File: config.mk
export PLATFORM = sky130hd
export DESIGN_NAME = ntt_stage_sequencer_flat
export DESIGN_NICKNAME = d
export VERILOG_FILES = /design/src/rtl/ntt_stage_sequencer_pkg.sv /design/src/rtl/ntt_stage_sequencer_if.sv /design/src/rtl/ntt_stage_sequencer_addr_gen.sv /design/src/rtl/ntt_stage_sequencer.sv /design/src/flat_wrapper.sv
export SDC_FILE = /design/constraint.sdc
export NUM_CORES = 1
export LEC_CHECK = 0
export CORE_MARGIN = 2
export CORE_UTILIZATION = 50
export DETAILED_ROUTE_END_ITERATION = 10
export PLACE_DENSITY = 0.72
export SYNTH_ARGS = -nofsm -noshare
export SYNTH_HDL_FRONTEND = slang
export SYNTH_SLANG_ARGS = --single-unit
export TNS_END_PERCENT = 100
File: constraint.sdc
create_clock -name clk -period 7 [get_ports clk]
set_clock_uncertainty 0.1 [all_clocks]
set_input_delay 1.4 -clock clk [delete_from_list [all_inputs] [get_ports clk]]
set_output_delay 1.4 -clock clk [all_outputs]
set_load 0.005 [all_outputs]
File: src/rtl/ntt_stage_sequencer_pkg.sv
// Shared types and constants for the NTT stage sequencer.
//   ntt_seq_state_e : sequencer FSM states
//   NTT_PIPE_LAT    : read-issue to write-back latency (sync RAM read + butterfly register)
package ntt_stage_sequencer_pkg;

  typedef enum logic [1:0] {
    ST_IDLE  = 2'd0,
    ST_RUN   = 2'd1,
    ST_DRAIN = 2'd2,
    ST_DONE  = 2'd3
  } ntt_seq_state_e;

  localparam int unsigned NTT_PIPE_LAT = 2;

endpackage

File: src/rtl/ntt_stage_sequencer_if.sv
// Control/RAM-side bundle of the NTT stage sequencer.
//   start, intt_req            : transform request and its mode (host -> sequencer)
//   busy, done, intt_mode      : status and the latched mode (sequencer -> host/butterfly)
//   rd_en, rd_addr_a/b, tw_addr: read issue to coefficient RAM and twiddle ROM
//   wr_en, wr_addr_a/b         : write-back to coefficient RAM
// modport master: host/environment side; modport slave: the sequencer.
interface ntt_stage_sequencer_if #(
  parameter int unsigned LOGN = 8
);
  logic            start;
  logic            intt_req;
  logic            busy;
  logic            done;
  logic            intt_mode;
  logic            rd_en;
  logic [LOGN-1:0] rd_addr_a;
  logic [LOGN-1:0] rd_addr_b;
  logic [LOGN-2:0] tw_addr;
  logic            wr_en;
  logic [LOGN-1:0] wr_addr_a;
  logic [LOGN-1:0] wr_addr_b;

  modport master (
    output start, intt_req,
    input  busy, done, intt_mode, rd_en, rd_addr_a, rd_addr_b, tw_addr,
           wr_en, wr_addr_a, wr_addr_b
  );

  modport slave (
    input  start, intt_req,
    output busy, done, intt_mode, rd_en, rd_addr_a, rd_addr_b, tw_addr,
           wr_en, wr_addr_a, wr_addr_b
  );
endinterface

File: src/rtl/ntt_stage_sequencer_addr_gen.sv
// Combinational Cooley-Tukey DIT butterfly addressing.
//   s       : stage index
//   j       : butterfly index within the stage (0..N/2-1)
//   addr_a  : upper-leg address  (grp << (s+1)) | off
//   addr_b  : lower-leg address  addr_a + (1 << s)
//   tw_addr : twiddle index      off << (LOGN-1-s)
module ntt_addr_gen #(
  parameter int unsigned LOGN = 8
) (
  input  logic [LOGN-1:0] s,
  input  logic [LOGN-2:0] j,
  output logic [LOGN-1:0] addr_a,
  output logic [LOGN-1:0] addr_b,
  output logic [LOGN-2:0] tw_addr
);
  logic [LOGN-1:0] j_ext;
  logic [LOGN-1:0] len;
  logic [LOGN-1:0] off;
  logic [LOGN-1:0] grp;
  logic [LOGN-1:0] tw_shift;

  always_comb begin
    j_ext    = {1'b0, j};
    len      = LOGN'(1) << s;
    off      = j_ext & (len - LOGN'(1));
    grp      = j_ext >> s;
    addr_a   = (grp << (s + LOGN'(1))) | off;
    addr_b   = addr_a + len;
    tw_shift = LOGN'(LOGN - 1) - s;
    // off < N/2 because j < N/2, so its top bit is always zero
    tw_addr  = off[LOGN-2:0] << tw_shift;
  end
endmodule

File: src/rtl/ntt_stage_sequencer.sv
// Sequencer for one in-place radix-2 NTT/iNTT over an N-entry dual-port RAM
// using a single pipelined butterfly. Walks LOGN stages of N/2 butterflies,
// one read issue per cycle, and drains PIPE_LAT cycles between stages so no
// read overtakes a pending write-back.
//   clk, reset : clock, asynchronous active-high reset
//   bus        : slave side of ntt_stage_sequencer_if (start/mode in,
//                status, read issue and write-back out)
module ntt_stage_sequencer
  import ntt_stage_sequencer_pkg::*;
#(
  parameter int unsigned N        = 256,
  parameter int unsigned LOGN     = $clog2(N),
  parameter int unsigned PIPE_LAT = NTT_PIPE_LAT
) (
  input logic                  clk,
  input logic                  reset,
  ntt_stage_sequencer_if.slave bus
);
  localparam int unsigned     DW         = (PIPE_LAT > 1) ? $clog2(PIPE_LAT) : 1;
  localparam logic [DW-1:0]   DRAIN_LAST = DW'(PIPE_LAT - 1);
  localparam logic [LOGN-2:0] J_LAST     = (LOGN-1)'(N / 2 - 1);
  localparam logic [LOGN-1:0] S_LAST     = LOGN'(LOGN - 1);

  ntt_seq_state_e  state, state_n;
  logic [LOGN-1:0] s, s_n;
  logic [LOGN-2:0] j, j_n;
  logic [DW-1:0]   dcnt, dcnt_n;
  logic            issue;
  logic [LOGN-1:0] nxt_a, nxt_b;
  logic [LOGN-2:0] nxt_tw;

  logic            pipe_v [PIPE_LAT];
  logic [LOGN-1:0] pipe_a [PIPE_LAT];
  logic [LOGN-1:0] pipe_b [PIPE_LAT];

  always_comb begin
    state_n = state;
    s_n     = s;
    j_n     = j;
    dcnt_n  = dcnt;
    case (state)
      ST_IDLE: begin
        if (bus.start) begin
          state_n = ST_RUN;
          s_n     = '0;
          j_n     = '0;
        end
      end
      ST_RUN: begin
        if (j == J_LAST) begin
          state_n = ST_DRAIN;
          dcnt_n  = '0;
        end else begin
          j_n = j + 1'b1;
        end
      end
      ST_DRAIN: begin
        if (dcnt == DRAIN_LAST) begin
          if (s == S_LAST) begin
            state_n = ST_DONE;
          end else begin
            state_n = ST_RUN;
            s_n     = s + 1'b1;
            j_n     = '0;
          end
        end else begin
          dcnt_n = dcnt + 1'b1;
        end
      end
      ST_DONE: state_n = ST_IDLE;
      default: state_n = ST_IDLE;
    endcase
  end

  // Read outputs are registered from the next-state view so the first read
  // lands in the cycle right after the accepting edge.
  assign issue = (state_n == ST_RUN);

  ntt_addr_gen #(.LOGN(LOGN)) u_addr_gen (
    .s       (s_n),
    .j       (j_n),
    .addr_a  (nxt_a),
    .addr_b  (nxt_b),
    .tw_addr (nxt_tw)
  );

  always_ff @(posedge clk or posedge reset) begin
    if (reset) begin
      state         <= ST_IDLE;
      s             <= '0;
      j             <= '0;
      dcnt          <= '0;
      bus.intt_mode <= 1'b0;
      bus.rd_en     <= 1'b0;
      bus.rd_addr_a <= '0;
      bus.rd_addr_b <= '0;
      bus.tw_addr   <= '0;
    end else begin
      state <= state_n;
      s     <= s_n;
      j     <= j_n;
      dcnt  <= dcnt_n;
      if (state == ST_IDLE && bus.start) begin
        bus.intt_mode <= bus.intt_req;
      end
      bus.rd_en     <= issue;
      bus.rd_addr_a <= issue ? nxt_a : '0;
      bus.rd_addr_b <= issue ? nxt_b : '0;
      bus.tw_addr   <= issue ? nxt_tw : '0;
    end
  end

  always_ff @(posedge clk or posedge reset) begin
    if (reset) begin
      for (int unsigned i = 0; i < PIPE_LAT; i++) begin
        pipe_v[i] <= 1'b0;
        pipe_a[i] <= '0;
        pipe_b[i] <= '0;
      end
    end else begin
      pipe_v[0] <= bus.rd_en;
      pipe_a[0] <= bus.rd_addr_a;
      pipe_b[0] <= bus.rd_addr_b;
      for (int unsigned i = 1; i < PIPE_LAT; i++) begin
        pipe_v[i] <= pipe_v[i-1];
        pipe_a[i] <= pipe_a[i-1];
        pipe_b[i] <= pipe_b[i-1];
      end
    end
  end

  assign bus.wr_en     = pipe_v[PIPE_LAT-1];
  assign bus.wr_addr_a = pipe_a[PIPE_LAT-1];
  assign bus.wr_addr_b = pipe_b[PIPE_LAT-1];
  assign bus.busy      = (state == ST_RUN) || (state == ST_DRAIN);
  assign bus.done      = (state == ST_DONE);
endmodule
File: src/flat_wrapper.sv
// flat-port wrapper written by rule: the top's interface ports become plain ports
module ntt_stage_sequencer_flat import ntt_stage_sequencer_pkg::*;
#(
  parameter int unsigned N        = 256,
  parameter int unsigned LOGN     = $clog2(N),
  parameter int unsigned PIPE_LAT = NTT_PIPE_LAT
)
  (clk, reset, bus_start, bus_intt_req, bus_busy, bus_done, bus_intt_mode, bus_rd_en, bus_rd_addr_a, bus_rd_addr_b, bus_tw_addr, bus_wr_en, bus_wr_addr_a, bus_wr_addr_b);
  ntt_stage_sequencer_if #(.LOGN(LOGN)) bus_i ();
  input logic clk;
  input logic reset;
  input wire logic [$bits(bus_i.start)-1:0] bus_start;
  input wire logic [$bits(bus_i.intt_req)-1:0] bus_intt_req;
  output wire logic [$bits(bus_i.busy)-1:0] bus_busy;
  output wire logic [$bits(bus_i.done)-1:0] bus_done;
  output wire logic [$bits(bus_i.intt_mode)-1:0] bus_intt_mode;
  output wire logic [$bits(bus_i.rd_en)-1:0] bus_rd_en;
  output wire logic [$bits(bus_i.rd_addr_a)-1:0] bus_rd_addr_a;
  output wire logic [$bits(bus_i.rd_addr_b)-1:0] bus_rd_addr_b;
  output wire logic [$bits(bus_i.tw_addr)-1:0] bus_tw_addr;
  output wire logic [$bits(bus_i.wr_en)-1:0] bus_wr_en;
  output wire logic [$bits(bus_i.wr_addr_a)-1:0] bus_wr_addr_a;
  output wire logic [$bits(bus_i.wr_addr_b)-1:0] bus_wr_addr_b;
  assign bus_i.start = bus_start;
  assign bus_i.intt_req = bus_intt_req;
  assign bus_busy = bus_i.busy;
  assign bus_done = bus_i.done;
  assign bus_intt_mode = bus_i.intt_mode;
  assign bus_rd_en = bus_i.rd_en;
  assign bus_rd_addr_a = bus_i.rd_addr_a;
  assign bus_rd_addr_b = bus_i.rd_addr_b;
  assign bus_tw_addr = bus_i.tw_addr;
  assign bus_wr_en = bus_i.wr_en;
  assign bus_wr_addr_a = bus_i.wr_addr_a;
  assign bus_wr_addr_b = bus_i.wr_addr_b;
  ntt_stage_sequencer #(.N(N), .LOGN(LOGN), .PIPE_LAT(PIPE_LAT)) u_core (.clk(clk), .reset(reset), .bus(bus_i));
endmodule
# [Word level (Yosys, flattened, before mapping)]
# Cells that the tools add are included.
[op_classes] add_sub_neg=7 multipliers=0 n_div=0 magnitude_cmp=0 eq_ne=7 n_shift=4 muxes=20 bitwise_logic=2 reduce_logical=5
[op_table] cell="two-way mux 8 bit" n=5
[op_table] cell="two-way mux 7 bit" n=5
[op_table] cell="one-hot mux 7 bit (3 select lines)" n=1
[op_table] cell="adder 8 x 1 -> 8 bit (second input constant)" n=2
[op_table] cell="one-hot mux 8 bit (2 select lines)" n=1
[op_table] cell="adder 8 bit" n=1
[op_table] cell="bitwise AND 7 x 8 -> 8 bit" n=1
[op_table] cell="equality test 8 x 3 -> 1 bit (second input constant)" n=1
[op_table] cell="two-way mux 2 bit" n=4
[op_table] cell="bitwise OR 8 bit" n=1
[op_table] cell="one-hot mux 2 bit (4 select lines)" n=1
[op_table] cell="<< shifter 1 x 8 -> 8 bit (first input constant)" n=1
[op_table] cell="<< shifter 7 x 8 -> 7 bit" n=1
[op_table] cell="<< shifter 8 x 8 -> 8 bit" n=1
[op_table] cell=">> shifter 7 x 8 -> 8 bit" n=1
[op_table] cell="subtractor 3 x 8 -> 8 bit (first input constant)" n=1
[op_table] cell="subtractor 8 x 1 -> 8 bit (second input constant)" n=1
[op_table] cell="adder 7 x 1 -> 7 bit (second input constant)" n=1
[op_table] cell="equality test 7 bit (second input constant)" n=1
[op_table] cell="equality test 2 x 1 -> 1 bit (second input constant)" n=2
[op_table] cell="equality test 2 bit (second input constant)" n=2
[op_table] cell="zero test 2 bit" n=1
[op_table] cell="two-way mux 1 bit" n=2
[op_table] cell="inequality test 2 x 1 -> 1 bit (second input constant)" n=1
[op_table] cell="6 further kinds" n=6
[word_totals] reg_bits=77 latchBits=0 ram_bits=0 rom_bits=0 inputBits=4 output_inout_bits=44 elab_cells=60 memories=0

# [Logic depth before layout (Yosys ltp)]
# Gate-level depths: netlist (run 1).
[logic_depth] word_depth=10 depth_mapped=27 mapped_depth_nobuf=25

# [Modules after synthesis]
# A second synthesis (run 1) with hierarchy kept.
[hier_totals] cells_unflattened=431 hier_area_um2=4361.7
[by_module_without_submodules] module="ntt_stage_sequencer" instances=1 cells_per_inst=241 area_each_um2=3054.2 seq_area_each_um2=1926.8
[by_module_without_submodules] module="ntt_addr_gen" instances=1 cells_per_inst=190 area_each_um2=1307.5 seq_area_each_um2=0.0

# [Least setup slack after synthesis (run 1)]
# Ideal clock, no wire load.
[synth_timing] path_type="input-to-reg" startpoint="input port bus_start" endpoint="register u_core.bus.rd_addr_b[7]" arrival_time_ns=5.308 slack_ns=1.516 stages=22 path_cell_list="mux2i_2 a211oi_1 mux2_2 buf_6 inv_2 buf_2 buf_1 ha_1 xnor2_1 nand2b_1 o31a_1 inv_1 ha_1 a21o_1 a21oi_1 o21bai_1 a21oi_1 o21bai_1 a21oi_1 xor2_1 a2111o_1 o21ai_1"
[synth_via] elab_chain_len=8 elab_cells_between_ends=16 classes_between="add/sub (3); eq/ne (1); shift (3); mux (7); bitwise (2)"
[synth_lines] element="start, declared" line="flat_wrapper.sv:12" text="input wire logic [$bits(bus_i.start)-1:0] bus_start;"
[synth_lines] element="two-way mux 8 bit (*)" line="ntt_stage_sequencer.sv:43" text="if (bus.start) begin"
[synth_lines] element="one-hot mux 8 bit (2 select lines) (*)" line="ntt_stage_sequencer.sv:41" text="case (state)"
[synth_lines] element="via u_core.s_n[0]" line="ntt_stage_sequencer.sv:25" text="logic [LOGN-1:0] s, s_n;"
[synth_lines] element="parallel branches: the longest is 4 deep, another holds adder 8 x 1 -> 8 bit"
[synth_lines] element="adder 8 bit (*)" line="ntt_stage_sequencer_addr_gen.sv:28" text="addr_b = addr_a + len;"
[synth_lines] element="two-way mux 8 bit (*)" line="ntt_stage_sequencer.sv:108" text="bus.rd_addr_b <= issue ? nxt_b : '0;"
[synth_lines] element="end signal, assigned" line="ntt_stage_sequencer.sv:108"
[synth_lines] element="end, declared" line="ntt_stage_sequencer_if.sv:31" text="output busy, done, intt_mode, rd_en, rd_addr_a, rd_addr_b, tw_addr,"
# Mark *: on every way through the listed nets, which the timed path passes.
# A chain may end at the register's enable or synchronous reset.

# [Worst setup path in the final report (run 1)]
[layout_timing] startpoint="input port bus_start" endpoint="register u_core.bus.rd_addr_b[7]"
[layout_via] elab_chain_len=8 elab_cells_between_ends=16 classes_between="add/sub (3); eq/ne (1); shift (3); mux (7); bitwise (2)"
[layout_lines] element="parallel branches: the longest is 7 deep, another holds adder 8 x 1 -> 8 bit"
[layout_lines] element="two-way mux 8 bit (*)" line="ntt_stage_sequencer.sv:108"
# Every way passes the cells marked *.

==> results.md, run 1 <==
- Pwr/cell area: 158 nW/um^2
- Worst Setup Start Kind: primary input
- EDFF count, synth: 0
- Num ports: between 40 and 50
- Dpl hpwl: ~8.0 mm
- Clock latency on the worst-skew pair: 0.35 ns
- FF+latch count, synth: between 70 and 80
- Placer Congestion: between 0.9 and 1
- Placed inst area: just under 5000 sq um
- WL per Instance: between 15 and 20 um
- Die area: between 9000 and 10000 sq um
- Post-CTS resize count: 0
- Largest net degree at the start of global routing: 78
- WHS Endpoint: u_core.bus.wr_addr_b[0]
- Switching pwr: about 0.19 mW
- Worst Hold Depth: 0
- Least-Margin Pin Slew: 0.947 ns
- Post-route DRC violation count: 0
- DR vias: between 3000 and 4000
- Cell area after layout: between 5000 and 6000 sq um
- Max-Cap Viols: 0
- Cells after Synth: around 470
- Largest family of logic cells by synthesized area: simple AND/OR/NAND/NOR gates
- Delay-heaviest family, CP: compound AO/OA/AOI/OAI gates
- Syn_area_per_cell: about 9.5 sq um
- CTS buffer count: 9
- Hold Slack: 0.250 ns
- Met2 wire length: about 5 mm
- Hold Startpoint: u_core.pipe_b[8]
- Most common cell on crit path: inv_1
- CP bufs+invs: 5
- Setup TNS: 0 ns
- FMAX: roughly 0.16 GHz
- CP endpoint kind: flop
- RSZ-0062 raised after global routing: false
- Peak VDD IR: around 0.0001 V
- RR Endpoint: u_core.bus.rd_addr_b[7]
- Worst path cell trace: clkdlybuf4s50_1 -> mux2i_2 -> a22oi_1 -> a21o_1 -> inv_1 -> or3_1 -> nor2_1 -> inv_1 -> ha_1 -> nor2_1 -> inv_1 -> o31a_1 -> inv_1 -> ha_1 -> a21o_1 -> a21oi_1 -> o21bai_1 -> a21oi_1 -> o21bai_1 -> a21oi_1 -> xor2_1 -> a2111o_1 -> o21ai_1
- Int Pwr: 0.617 mW
- Post-Route Utilization: around three fifths
- CTS clk-pin slew, worst paths: 0.09 ns
- Clk sinks: just under 80
- Worst path required time: ~7.2 ns
- Status: complete, no violations
- Final antenna diode count: 0
- Pre-CTS WS: ~0.5 ns
- Design Power: between 0.8 and 0.9 mW
- Slowest stage delay, CP: about 0.57 ns
- Hold Crit Class: flop to flop
- Data arrival, critical path: roughly 6.5 ns
- Vias in the first global route: 3566
- Hold-fix buffers, CTS: 0
- Initial antenna violation count: 0
- Distinct cells, synth: 74
- Post-synthesis sequential area ratio: between 40% and 50%
- Post-synthesis adder-cell area fraction: 5.23%
- TritonRoute pass-1 iters: 5
- Final WL: 11.0 mm
- Fin cells: between 600 and 700
- RR Startpoint: u_core.state[0]
- Leakage Power: between 2 and 2.5 nW
- Compound-Gate Fraction of Synth Area: between 10% and 20%
- PortBufs: 47
- Xor/xnor share of the synthesized area: 2.16%
- Num rows: 34
- CTS Root Cell: clkbuf_8
- Die width: slightly below 100 um
- CTS tree: yes
- Reg2reg setup slack: 1.11 ns
- Wl on met1: about 5.1 mm
- Hold Fails Final Rpt: 0
- Min Tclk post-route: roughly 6.3 ns
- CP max stage cell: or3_1
- Sequential Power Share: between 50% and 60%
- Placeable Area: 8680 sq um
- Antenna-violating nets left: 0
- Mapped Area: between 4000 and 5000 sq um
- Die Y: 98.4 um
- Maximum buffer depth of the clock tree: 2
- Synthesized Nets: roughly 500
- P&R area growth vs syn: 14.4%
- Simple-Gate Fraction of Synth Area: 19.3%
- Fillers: approximately 760
- Post CTS Setup Buffer Count: 0
- Max-slew headroom: 36.8%
- First-pass GRT wire length: about 18 mm
- Crit Path Category: primary input to flop
- Cells on worst reg2reg path: 24
- Power share of the clock group: 43.4%
- CP max FO: 12
- Mux cell area share after synthesis: roughly 3.7%
- Top FF cell, synth: dfrtp_1
- Initial Util: 51.3%
- DR top layer: met4
- Grt total ovfl: 0
- Final Cycle Share: around nine tenths
- Initial DRC Count: 290
- GRT Util Overall: 23.8%
- Max Slew Vio Count: 0
- Number of synthesis warnings: 0
- Final nets: 517
- Combinational power share: 1.3%
- Vias/cell: between 6 and 7
- Metal3 WL: 689 um
- Share of cells above drive strength 1: between 10% and 20%
- H-tree depth: 3
- Total placed cells including tap cells: approximately 590
- Final setup violation count: 0
- Post-route setup slack: 0.702 ns
- Sw Share: roughly a quarter
- Async set or reset register ratio after synthesis: between 90% and 100%
-- worst reg2reg max path, cell delays in order (launching register included) --
cell and delay (ns):
dfrtp_1 0.42, inv_1 0.12, ha_1 0.51, mux2i_2 0.30, a22oi_1 0.31, a21o_1 0.36
inv_1 0.26, or3_1 0.57, nor2_1 0.29, inv_1 0.08, ha_1 0.28, nor2_1 0.05
inv_1 0.10, o31a_1 0.22, inv_1 0.06, ha_1 0.26, a21o_1 0.17, a21oi_1 0.24
o21bai_1 0.10, a21oi_1 0.24, o21bai_1 0.09, a21oi_1 0.19, xor2_1 0.11, a2111o_1 0.30
o21ai_1 0.07
-- placed cells by master, fill, tap and decap left out, drive strengths merged, types with 6 or more instances in the layout --
cell,n
o21ai,21
and2,9
mux2,8
o211ai,6
nor2,32
nor4,6
a211oi,6
nand3,17
nor3,14
a21oi,28
ha,17
a31oi,7
clkdlybuf4s50,47
dfrtp,77
nand2,36
a21o,7
buf,7
and3,6
xnor2,8
inv,34
mux2i,7
clkbuf,9
-- registers in the layout (all words and copies together) (netlist names) --
register	count
u_core.pipe_a	8
u_core.pipe_v	1
u_core.s	8
u_core.bus.intt_mode	1
u_core.bus.wr_en	1
u_core.j	7
u_core.pipe_b	8
u_core.state	2
u_core.bus.tw_addr	7
u_core.bus.rd_en	1
u_core.bus.wr_addr_b	8
u_core.bus.rd_addr_a	8
u_core.dcnt	1
u_core.bus.wr_addr_a	8
u_core.bus.rd_addr_b	8
-- cells in the mapped netlist (4+ instances only) --
master    count  area [sq um]
dfrtp_1      77          1930
nand2_1      36           135
nor2_1       30           113
a21oi_1      28           140
inv_1        27           101
o21ai_0      18          90.1
ha_1         17           213
nand3_1      17          85.1
buf_4        16           120
clkbuf_1     15          56.3
nor3_1       14          70.1
xnor2_1       8          70.1
a21o_1        7          52.6
and2_1        7          43.8
mux2_2        7          78.8
a211oi_1      6          45.0
a31oi_1       6          37.5
and3_1        6          37.5
mux2i_1       6          60.1
nor4_1        6          37.5
o211ai_1      6          45.0
nor2b_1       5          31.3
o21bai_1      5          37.5
o32ai_1       5          43.8
or3_1         5          31.3
buf_2         4          20.0
nand2b_1      4          25.0
o22ai_1       4          25.0
or2_2         4          25.0
-- power groups by stage --
stage / clock network (mW) / registers [mW] / logic (mW)
final: 0.349 / 0.444 / 0.0105
after global routing: 0.380 / 0.444 / 0.0126
after CTS: 0.358 / 0.444 / 0.0112
after detailed placement: 0 / 0.453 / 0.0112
after global placement: 0 / 0.453 / 0.0109
after floorplan: 0 / 0.453 / 0.00651
-- layout make-up --
cell class / instances / area, sq um / share of cell area, %
clock buffers: 9 / 124 / 2.43
clock inverters: 7 / 80.1 / 1.57
inverters: 30 / 113 / 2.21
multi-input cells: 323 / 2190 / 43.0
flip-flops and latches: 77 / 1930 / 37.8
well taps: 108 / 135 / 2.65
repair buffers: 54 / 523 / 10.3
-- cell families after synthesis --
logic type,count (synthesis)
XOR/XNOR,11
buffers and inverters,68
AND/OR/NAND/NOR,159
flip-flops,77
multiplexers,15
AO/OA/AOI/OAI,120
adder cells (fa/ha/maj),18
-- worst max-delay path by stage --
stage,startpoint,endpoint,slack [ns],cells past startpoint
6_report,bus_start,u_core.bus.rd_addr_b[7],0.70,23
5_1_grt,bus_start,u_core.bus.rd_addr_b[7],0.37,23
4_1_cts,bus_start,u_core.bus.rd_addr_b[7],0.80,23
3_5_place_dp,bus_start,u_core.bus.rd_addr_b[7],0.50,23
3_3_place_gp,bus_start,u_core.bus.rd_addr_b[7],0.62,23
2_1_floorplan,bus_start,u_core.bus.rd_addr_b[7],1.52,22
-- routing by layer --
layer	vias up	global-route usage, %
li1	1717	-
met1	1795	34.6
met2	150	35.3
met3	29	4.58
met4	0	9.17
met5	-	0
Power figures use the tool's default switching activity.
==> run 2, diff against run 1 <==
--- a/config.mk
+++ b/config.mk
@@ -8,6 +8,7 @@
 export CORE_MARGIN = 2
 export CORE_UTILIZATION = 50
 export DETAILED_ROUTE_END_ITERATION = 10
+export HOLD_SLACK_MARGIN = 0.02
 export PLACE_DENSITY = 0.72
 export SYNTH_ARGS = -nofsm -noshare
 export SYNTH_HDL_FRONTEND = slang
==> results of run 2 <==
Final layout, timing and power as in run 1 (identical DEF).
==> run 3, diff against run 2 <==
--- a/config.mk
+++ b/config.mk
@@ -8,8 +8,10 @@
 export CORE_MARGIN = 2
 export CORE_UTILIZATION = 50
 export DETAILED_ROUTE_END_ITERATION = 10
+export GPL_TIMING_DRIVEN = 0
 export HOLD_SLACK_MARGIN = 0.02
 export PLACE_DENSITY = 0.72
+export RECOVER_POWER = 100
 export SYNTH_ARGS = -nofsm -noshare
 export SYNTH_HDL_FRONTEND = slang
 export SYNTH_SLANG_ARGS = --single-unit
==> run 3 against run 2 <==
  * Sequential share of layout area down 1.0 points
  * Non-clock buffer count up 32
  * Cell count up 5.3%
  * Register-to-register slack worse by 0.47 ns
  * The run now ends with capacitance limit, slew limit left
  * Routed wire length down 2.2%
  * Clock power down 8.6%
  * Critical path type unchanged
  * Sequential cell count unchanged
  * Utilization up 1.6 points
  * Worst hold slack worse by 0.0078 ns
  * Power down 3.7%
  * Critical endpoint unchanged
  * Design area up 2.8%
==> results.md, run 3 (synthesis results as in run 1) <==
- Min Tclk post-route: 6.63 ns (+0.328 ns)
- Largest net degree at the start of global routing: 58 (-26%)
- Leakage Power: 2.52 nW (+8.8%)
- Worst path required time: 7.17 ns (-0.02 ns)
- First-pass GRT wire length: 17.7 mm (-3.4%)
- Max Slew Vio Count: 58 (+58)
- Cell area after layout: 5230 sq um (+2.8%)
- Commonest non-fill, non-tap cell in the layout: dfrtp_1
- Failing checks: capacitance limit, slew limit
- Die width: 98.4 um (unchanged)
- Hold Fails Final Rpt: 0 (unchanged)
- Die area: 9680 sq um (unchanged)
- Initial antenna violation count: 0 (unchanged)
- Vias in the first global route: 3554 (-0.34%)
- Data arrival, critical path: 6.80 ns (+0.32 ns)
- PortBufs: 47 (unchanged)
- Power share of the clock group: 41.3% (-2.1 points)
- Least-Margin Pin Slew: 3.00 ns (+2.05 ns)
- Final WL: 10.7 mm (-2.2%)
- TritonRoute pass-1 iters: 5 (unchanged)
- Num rows: 34 (unchanged)
- Sw Share: 24.7% (+1.5 points)
- DR vias: 3694 (+0.081%)
- Setup TNS: 0 ns (unchanged)
- Most frequent cells in the layout: dfrtp_1 (77), dlygate4sd3_1 (45), nand2_1 (36)
- Final setup violation count: 0 (unchanged)
- CTS tree: yes
- Peak VDD IR: 0.0000801 V (-20%)
- CP endpoint kind: flop
- Int Pwr: 0.583 mW (-5.5%)
- CTS Root Cell: clkbuf_8
- Initial DRC Count: 213 (-27%)
- Placer Congestion: 1.03 (+11%)
- Share of cells above drive strength 1: 12.2% (+1.4 points)
- Clk sinks: 77 (unchanged)
- Post-Route Utilization: 60.3% (+1.6 points)
- GRT Util Overall: 23.0% (-0.76 points)
- Final Cycle Share: 94.7% (+4.7 points)
- FMAX: 0.151 GHz (-5.0%)
- Post-route DRC violation count: 0 (unchanged)
- Max-Cap Viols: 1 (+1)
- Combinational power share: 1.3% (about the same)
- Hold Crit Class: flop to flop
- Switching pwr: 0.192 mW (+2.3%)
- Fin cells: 640 (+5.3%)
- Final nets: 549 (+6.2%)
- Antenna-violating nets left: 0 (unchanged)
- Post CTS Setup Buffer Count: 0 (unchanged)
- Dpl hpwl: 8.14 mm (+2.3%)
- Worst Setup Start Kind: primary input
- Grt total ovfl: 0 (unchanged)
- Post-CTS resize count: 0 (unchanged)
- H-tree depth: 3 (unchanged)
- Total placed cells including tap cells: 624 (+5.4%)
- Placeable Area: 8680 sq um (unchanged)
- Hold-fix buffers, CTS: 0 (unchanged)
- Sequential Power Share: 57.4% (+2.1 points)
- Placed inst area: 5090 sq um (+4.1%)
- Maximum buffer depth of the clock tree: 2 (unchanged)
- WL per Instance: 16.8 um (-7.1%)
- CTS buffer count: 9 (unchanged)
- CTS clk-pin slew, worst paths: 0.09 ns (about the same)
- Fillers: 753 (-0.40%)
- Vias/cell: 5.77 (-4.9%)
- Status: finished with violations
- Die Y: 98.4 um (unchanged)
- Num ports: 48 (unchanged)
- RSZ-0062 raised after global routing: false
- P&R area growth vs syn: 17.5%
- Crit Path Category: primary input to flop
- Pwr/cell area: 148 nW/um^2 (-6.3%)
- Clock latency on the worst-skew pair: 0.35 ns (about the same)
- Initial Util: 51.3% (unchanged)
- CP max FO: 10 (-2)
- Final antenna diode count: 0 (unchanged)
- Max-slew headroom: -99.9% (-140 points)
[run 3: power by group through the flow]
stage	clock [mW]	combinational (mW)	sequential [mW]
floorplan	0	0.00651	0.453
finish	0.319	0.0102	0.444
CTS	0.331	0.0131	0.444
global route	0.348	0.0124	0.445
global placement	0	0.0104	0.453
detailed placement	0	0.0131	0.453
[run 3: final cells by class]
cell class / instances / area, sq um / share of cell area [%]
sequential: 77 / 1930 / 36.8
tap: 108 / 135 / 2.58
clock inverter: 7 / 63.8 / 1.22
timing repair buffer: 48 / 474 / 9.06
clock buffer: 9 / 124 / 2.37
inverter: 30 / 114 / 2.18
multi-input combinational: 323 / 2170 / 41.5
buffer: 38 / 223 / 4.26
[run 3: path summary, 6_finish.rpt]
| kind | startpoint | cells after the start | slack, ns | endpoint |
|---|---|---|---|---|
| max | bus_start | 22 | 0.37 | u_core.bus.rd_addr_b[7] |
| min | u_core.pipe_a[11] | 0 | 0.24 | u_core.bus.wr_addr_a[3] |
| max reg2reg | u_core.s[1] | 23 | 0.64 | u_core.bus.rd_addr_b[7] |
| min reg2reg | u_core.pipe_a[11] | 0 | 0.24 | u_core.bus.wr_addr_a[3] |
| max in group asynchronous | reset | 3 | 2.02 | u_core.j[6] |
| min in group asynchronous | reset | 2 | 1.52 | u_core.bus.wr_addr_a[7] |
[run 3: metal layers]
layer / part of all wire [%] / up-vias / track usage [%]
li1: - / 1789 / -
met1: 47 / 1753 / 33.0
met2: 46 / 140 / 35.7
met3: 6.1 / 12 / 4.58
met4: 1.2 / 0 / 6.53
met5: 0 / - / 0
[run 3: through the flow]
step / power, mW / setup WS, ns / hold slack [ns]
4_1_cts: 0.788 / 0.591 / 0.246
5_1_grt: 0.805 / 0.102 / 0.263
3_3_place_gp: 0.464 / 0.244 / 0.231
6_report: 0.774 / 0.374 / 0.242
3_5_place_dp: 0.466 / 0.232 / 0.235
2_1_floorplan: 0.460 / 1.52 / 0.231
[run 3: worst max-delay path, stage by stage]
cell and delay, ns:
clkdlybuf4s50_1 0.52, mux2i_2 0.17, a221oi_1 0.73, inv_2 0.21
a21o_1 0.26, or3_1 0.31, clkbuf_1 0.22, nor2_1 0.31
inv_1 0.08, ha_1 0.18, clkbuf_1 0.26, xor2_1 0.23
a22o_1 0.23, ha_1 0.31, a21oi_1 0.21, o21bai_1 0.10
a21oi_1 0.23, o21bai_1 0.11, a21oi_1 0.25, xor2_1 0.12
a2111o_1 0.29, o21ai_0 0.07
